### src/rtl/parity_frame_sched.sv
// parity_frame_sched
// Two requesters share one parity encoder. A round-robin arbiter accepts one
// nibble at a time. The nibble and its parity are latched, then sent on the
// serial line as a frame: start(0), data LSB-first, parity, stop(1).
// Every serial bit is held for BIT_CYCLES clocks.
// Optional build macro PARITY_FRAME_ODD_EN: when defined, the latched parity
// is inverted (odd parity). Arbitration, timing and framing stay the same.
module parity_frame_sched #(
    parameter int DATA_W     = 4,
    parameter int BIT_CYCLES = 1
) (
    input  logic              clk,
    input  logic              rst_n,
    input  logic              req0_valid,
    input  logic [DATA_W-1:0] req0_data,
    output logic              req0_ready,
    input  logic              req1_valid,
    input  logic [DATA_W-1:0] req1_data,
    output logic              req1_ready,
    output logic              tx,
    output logic              busy,
    output logic              gnt_id,
    output logic              parity,
    output logic              frame_done
);

    localparam int          BIT_W       = (DATA_W > 1) ? $clog2(DATA_W) : 1;
    localparam logic [7:0]  LP_LAST_CYC = 8'(BIT_CYCLES - 1);
    localparam logic [BIT_W-1:0] LP_LAST_BIT = BIT_W'(DATA_W - 1);

    typedef enum logic [2:0] {
        S_IDLE,
        S_START,
        S_DATA,
        S_PARITY,
        S_STOP
    } state_t;

    state_t             r_state;
    state_t             w_nextState;
    logic [7:0]         r_cycleCnt;
    logic [BIT_W-1:0]   r_bitCnt;
    logic [DATA_W-1:0]  r_shift;
    logic               r_parity;
    logic               r_gntId;
    // r_rrPtr holds the requester granted last; it resets to 1 so req0 wins first
    logic               r_rrPtr;

    logic               w_pick0;
    logic               w_pick1;
    logic               w_accept;
    logic [DATA_W-1:0]  w_acceptData;
    logic               w_acceptParity;
    logic               w_bitEnd;
    logic               w_lastBit;

    assign w_bitEnd  = (r_cycleCnt == LP_LAST_CYC);
    assign w_lastBit = (r_bitCnt == LP_LAST_BIT);

    // Round-robin choice: a lone requester wins, a tie goes to the one not granted last
    always_comb begin
        w_pick0 = req0_valid && (!req1_valid || r_rrPtr);
        w_pick1 = req1_valid && (!req0_valid || !r_rrPtr);
        req0_ready = (r_state == S_IDLE) && w_pick0;
        req1_ready = (r_state == S_IDLE) && w_pick1;
        w_accept = req0_ready || req1_ready;
        w_acceptData = req1_ready ? req1_data : req0_data;
`ifdef PARITY_FRAME_ODD_EN
        w_acceptParity = ~(^w_acceptData);
`else
        w_acceptParity = ^w_acceptData;
`endif
    end

    // Frame sequencing: each state lasts one bit time, DATA lasts DATA_W bit times
    always_comb begin
        w_nextState = r_state;
        case (r_state)
            S_IDLE:   if (w_accept)              w_nextState = S_START;
            S_START:  if (w_bitEnd)              w_nextState = S_DATA;
            S_DATA:   if (w_bitEnd && w_lastBit) w_nextState = S_PARITY;
            S_PARITY: if (w_bitEnd)              w_nextState = S_STOP;
            S_STOP:   if (w_bitEnd)              w_nextState = S_IDLE;
            default:                             w_nextState = S_IDLE;
        endcase
    end

    // Line driver and status; tx follows the state so reset forces it high at once
    always_comb begin
        tx         = 1'b1;
        busy       = (r_state != S_IDLE);
        frame_done = 1'b0;
        case (r_state)
            S_START:  tx = 1'b0;
            S_DATA:   tx = r_shift[0];
            S_PARITY: tx = r_parity;
            S_STOP: begin
                tx         = 1'b1;
                frame_done = w_bitEnd;
            end
            default:  tx = 1'b1;
        endcase
    end

    assign gnt_id = r_gntId;
    assign parity = r_parity;

    // State register
    always_ff @(posedge clk or negedge rst_n) begin
        if (!rst_n) begin
            r_state <= S_IDLE;
        end else begin
            r_state <= w_nextState;
        end
    end

    // Bit-time and bit-index counters; both rest at zero while idle
    always_ff @(posedge clk or negedge rst_n) begin
        if (!rst_n) begin
            r_cycleCnt <= 8'd0;
            r_bitCnt   <= '0;
        end else if (r_state == S_IDLE) begin
            r_cycleCnt <= 8'd0;
            r_bitCnt   <= '0;
        end else if (w_bitEnd) begin
            r_cycleCnt <= 8'd0;
            if (r_state == S_DATA) begin
                r_bitCnt <= w_lastBit ? '0 : r_bitCnt + BIT_W'(1);
            end
        end else begin
            r_cycleCnt <= r_cycleCnt + 8'd1;
        end
    end

    // Accept path latches nibble, parity and owner; DATA shifts out one bit per bit time
    always_ff @(posedge clk or negedge rst_n) begin
        if (!rst_n) begin
            r_shift  <= '0;
            r_parity <= 1'b0;
            r_gntId  <= 1'b0;
            r_rrPtr  <= 1'b1;
        end else if (w_accept) begin
            r_shift  <= w_acceptData;
            r_parity <= w_acceptParity;
            r_gntId  <= req1_ready;
            r_rrPtr  <= req1_ready;
        end else if (r_state == S_DATA && w_bitEnd) begin
            r_shift  <= r_shift >> 1;
        end
    end

endmodule
### config.mk
export PLATFORM = sky130hd
export DESIGN_NAME = parity_frame_sched
export DESIGN_NICKNAME = d
export VERILOG_FILES = /design/src/rtl/parity_frame_sched.sv
export SDC_FILE = /design/constraint.sdc
export NUM_CORES = 1
export LEC_CHECK = 0
export CAP_MARGIN = 20
export CORE_MARGIN = 2
export CORE_UTILIZATION = 45
export CTS_BUF_LIST = sky130_fd_sc_hd__clkbuf_2
export CTS_CLUSTER_SIZE = 28
export DETAILED_ROUTE_END_ITERATION = 16
export PLACE_DENSITY = 0.67
export SLEW_MARGIN = 0
export SYNTH_ARGS = -nofsm -noshare
export SYNTH_HDL_FRONTEND = slang
export SYNTH_SLANG_ARGS = --single-unit
export TNS_END_PERCENT = 10
### constraint.sdc
create_clock -name clk -period 1.8 [get_ports clk]
set_input_delay 0.36 -clock clk [delete_from_list [all_inputs] [get_ports clk]]
set_output_delay 0.36 -clock clk [all_outputs]
set_load 0.01 [all_outputs]
==> out/qor.csv <==
stage,metric,value,unit
power_and_ir_drop,switching power,706,uW
setup_path,Worst setup EP type,output port,
synthesis,Yosys cell types,36,
cells_and_area,post-layout util,63.5,%
clock_network,CTS tree,built,
cells_and_area,share of cells above drive strength 1,29.4,%
grt,vias in the first global route,830,
setup_path,Crit path largest cell delay,0.42,ns
clock_network,cell at the root of the clock tree,clkbuf_2,
timing,Final setup viols,3,
placement,PortBufs,18,
cells_and_area,Antenna Diode Count,0,
timing,fmax,510,MHz
synthesis,Synth Flop Type,dfrtp_1,
grt,initial antenna violation count,0,
routing,DR DRC count,0,
synthesis,top cell type's share of synthesized area,41.3,%
grt,first-pass GRT wire length,3710,um
setup_path,Crit Path Class,reg -> out,
placement,Area after DPL,1510,um^2
timing,max_slew headroom,76.3,%
setup_path,Worst Setup SP,r_cycleCnt[0]$_DFF_PN0_,
setup_path,data arrival time of the critical path,1.60,ns
grt,GR Overflow Total,0,
synthesis,register area share after synthesis,43.6,%
setup_path,worst path bufs/invs,2,
power_and_ir_drop,Comb power frac,55.1,%
power_and_ir_drop,LEAKAGE,0.739,nW
hold_path,worst min path class,in -> async,
grt,GR Layer Usage met3,4.92,%
timing,fin crit share,109,%
die,Die Width,54.6,um
die,I/O pins,19,
die,initial core utilization,46.8,%
grt,GR Layer Usage met2,26.3,%
timing,Worst-Margin Slew,0.355,ns
grt,total global-route track usage,18.0,%
setup_path,"delay-heaviest family, CP",simple AND/OR/NAND/NOR gates,
cells_and_area,P&R area growth vs syn,35.6,%
clock_network,Worst-path clk slew,0.19,ns
die,Die Y,54.6,um
placement,DP Worst Slack,-0.314,ns
setup_path,Worst EP required,1.44,ns
cells_and_area,fin cells,183,
cells_and_area,layout net count,169,
timing,Fin Hold WS,0.295,ns
setup_path,Crit Path Max Fanout,2,
placement,Placed Cells incl. Taps,177,
timing,minimum clock period,1.96,ns
timing,final hold vios,0,
synthesis,Synth area leaders,"dfrtp_1, mux2i_1, xnor2_1",
power_and_ir_drop,sequential power share,35.2,%
clock_network,clock sinks,20,
clock_network,clock buffer count from CTS,3,
timing,max-slew violation count,0,
clock_network,H-Tree Depth,1,
power_and_ir_drop,part of the power in the clock network,9.6,%
synthesis,synthesized area,1150,um^2
routing,drt pass-1 iters,4,
routing,DRT antenna net count,0,
routing,routed length per placed instance,12.4,um
clock_network,Clock Tree Buf Depth,2,
status,status,"complete, but fails checks",
grt,largest net degree at the start of global routing,14,
setup_path,slowest CP cell,dfrtp_1,
placement,dpl hpwl,1790,um
power_and_ir_drop,sw frac,37.2,%
synthesis,Async SR Flop Fraction,100,%
synthesis,Synth area leader,dfrtp_1,
die,Core Region,2450,um^2
power_and_ir_drop,P per Cell Area,1220,nW/um^2
cells_and_area,Finished Cell Area,1560,um^2
synthesis,Seq cells post-synth,20,
setup_path,Worst setup SP type,flip-flop,
power_and_ir_drop,Internal,1.19,mW
cells_and_area,Filler cells,202,
grt,grt peak-use layer,met2,
timing,clk_skew,0.0131,ns
placement,gpl congestion,0.740,
setup_path,worst path cell trace,inv_1 -> ha_2 -> nor4b_4 -> and2_4 -> and3_4 -> buf_6,
status,failing checks,negative setup slack,
synthesis,synth warn,0,
routing,DR vias/cell,5.00,
routing,vias,915,
grt,M1 GR Usage,25.0,%
run,maximum capacitance violations,0,
die,die area,2980,um^2
setup_path,worst r2r src,r_cycleCnt[0]$_DFF_PN0_,
routing,final wirelength,2270,um
synthesis,synthesized area per cell,10.5,um^2
synthesis,Mapped Nets,124,
timing,final setup margin,-0.161,ns
clock_network,Worst-Skew Late Latency,0.32,ns
timing,RSZ-0062 raised after global routing,true,
routing,DRT iter0 DRCs,19,
power_and_ir_drop,worst vdd ir,0.000828,V
synthesis,Cells after Synth,109,
die,Row Count,18,
synthesis,Post-synth EDFFs,0,
==> layer usage <==
layer / wire length [um] / vias to the layer above
met5: 0 / -
met1: 1020 / 432
met4: 36 / 0
met2: 1150 / 12
met3: 64 / 5
li1: - / 466
==> path summary, 6_finish.rpt <==
path | end | slack [ns] | depth (start not counted)
setup / recovery | frame_done | -0.16 | 6
hold / removal | r_bitCnt[1]$_DFFE_PN0P_ | 0.29 | 1
setup reg to reg | r_shift[2]$_DFFE_PN0P_ | 0.10 | 8
hold reg to reg | gnt_id$_DFFE_PN0P_ | 0.51 | 1
max in group asynchronous | r_shift[0]$_DFFE_PN0P_ | 1.02 | 2
min in group clk | gnt_id$_DFFE_PN0P_ | 0.51 | 1
==> registers in the layout (all words and copies together) (netlist names) <==
register	count
r_shift	4
r_cycleCnt	8
r_rrPtr	1
gnt_id	1
parity	1
r_state	3
r_bitCnt	2
==> synth_stat cells, types with 2 or more instances <==
cell type / instances
nor3_1: 2
a21o_1: 2
buf_6: 3
xnor2_1: 7
nand3_1: 6
ha_1: 3
nand2_1: 8
mux2i_1: 8
inv_1: 6
xor2_1: 6
dfrtp_1: 19
nor2_1: 13
and3_1: 3
==> metrics by stage <==
stage / TNS [ns] / power (mW)
5_1_grt: -0.968 / 2.04
3_5_place_dp: -0.634 / 1.72
6_report: -0.339 / 1.90
3_3_place_gp: -0.612 / 1.70
4_1_cts: -0.420 / 1.89
2_1_floorplan: 0 / 1.32
==> cell families after synthesis <==
family	after synthesis	synth area share (%)
XOR/XNOR	13	9.90
AO/OA/AOI/OAI	13	8.60
adder cells (fa/ha/maj)	3	3.26
multiplexers	9	8.27
buffers and inverters	11	5.98
AND/OR/NAND/NOR	40	20.4
flip-flops	20	43.6
==> repair_timing <==
item,CTS,global route
hold buffers,0,0
buffers inserted,2,0
gates resized for setup,17,7
cloned,0,0
pin swaps,2,2
setup endpoints to repair,5,7
==> cell type report <==
type                    count  area [um^2]  area share, %
clock inverters             1         3.75          0.241
clock buffers               3         15.0          0.963
multi-input cells          78          592           38.0
inverters                   7         31.3           2.01
well taps                  30         37.5           2.41
flip-flops and latches     20          502           32.2
repair buffers             44          378           24.2
==> cell usage in the layout (no fill, tap or decap), types with 2 or more instances in the layout <==
master           Yosys  final
buf_4                1     24
dfrtp_1             19     19
nor2_1              13     13
clkdlybuf4s50_1      0     13
nand2_1              8      8
mux2i_1              8      8
xnor2_1              7      7
inv_1                6      6
nand3_1              6      6
xor2_1               6      6
buf_6                3      4
clkbuf_2             0      3
nor3_1               2      2
a21o_1               2      2
and3_1               3      2
ha_1                 3      2
dlygate4sd2_1        0      2
==> power by group through the flow <==
stage	Combinational [mW]	Sequential [mW]	Clock [mW]
floorplan	0.644	0.673	0
CTS	1.02	0.670	0.193
global placement	1.03	0.675	0
finish	1.05	0.669	0.183
global route	1.14	0.685	0.218
detailed placement	1.04	0.681	0
Power figures use the tool's default switching activity.
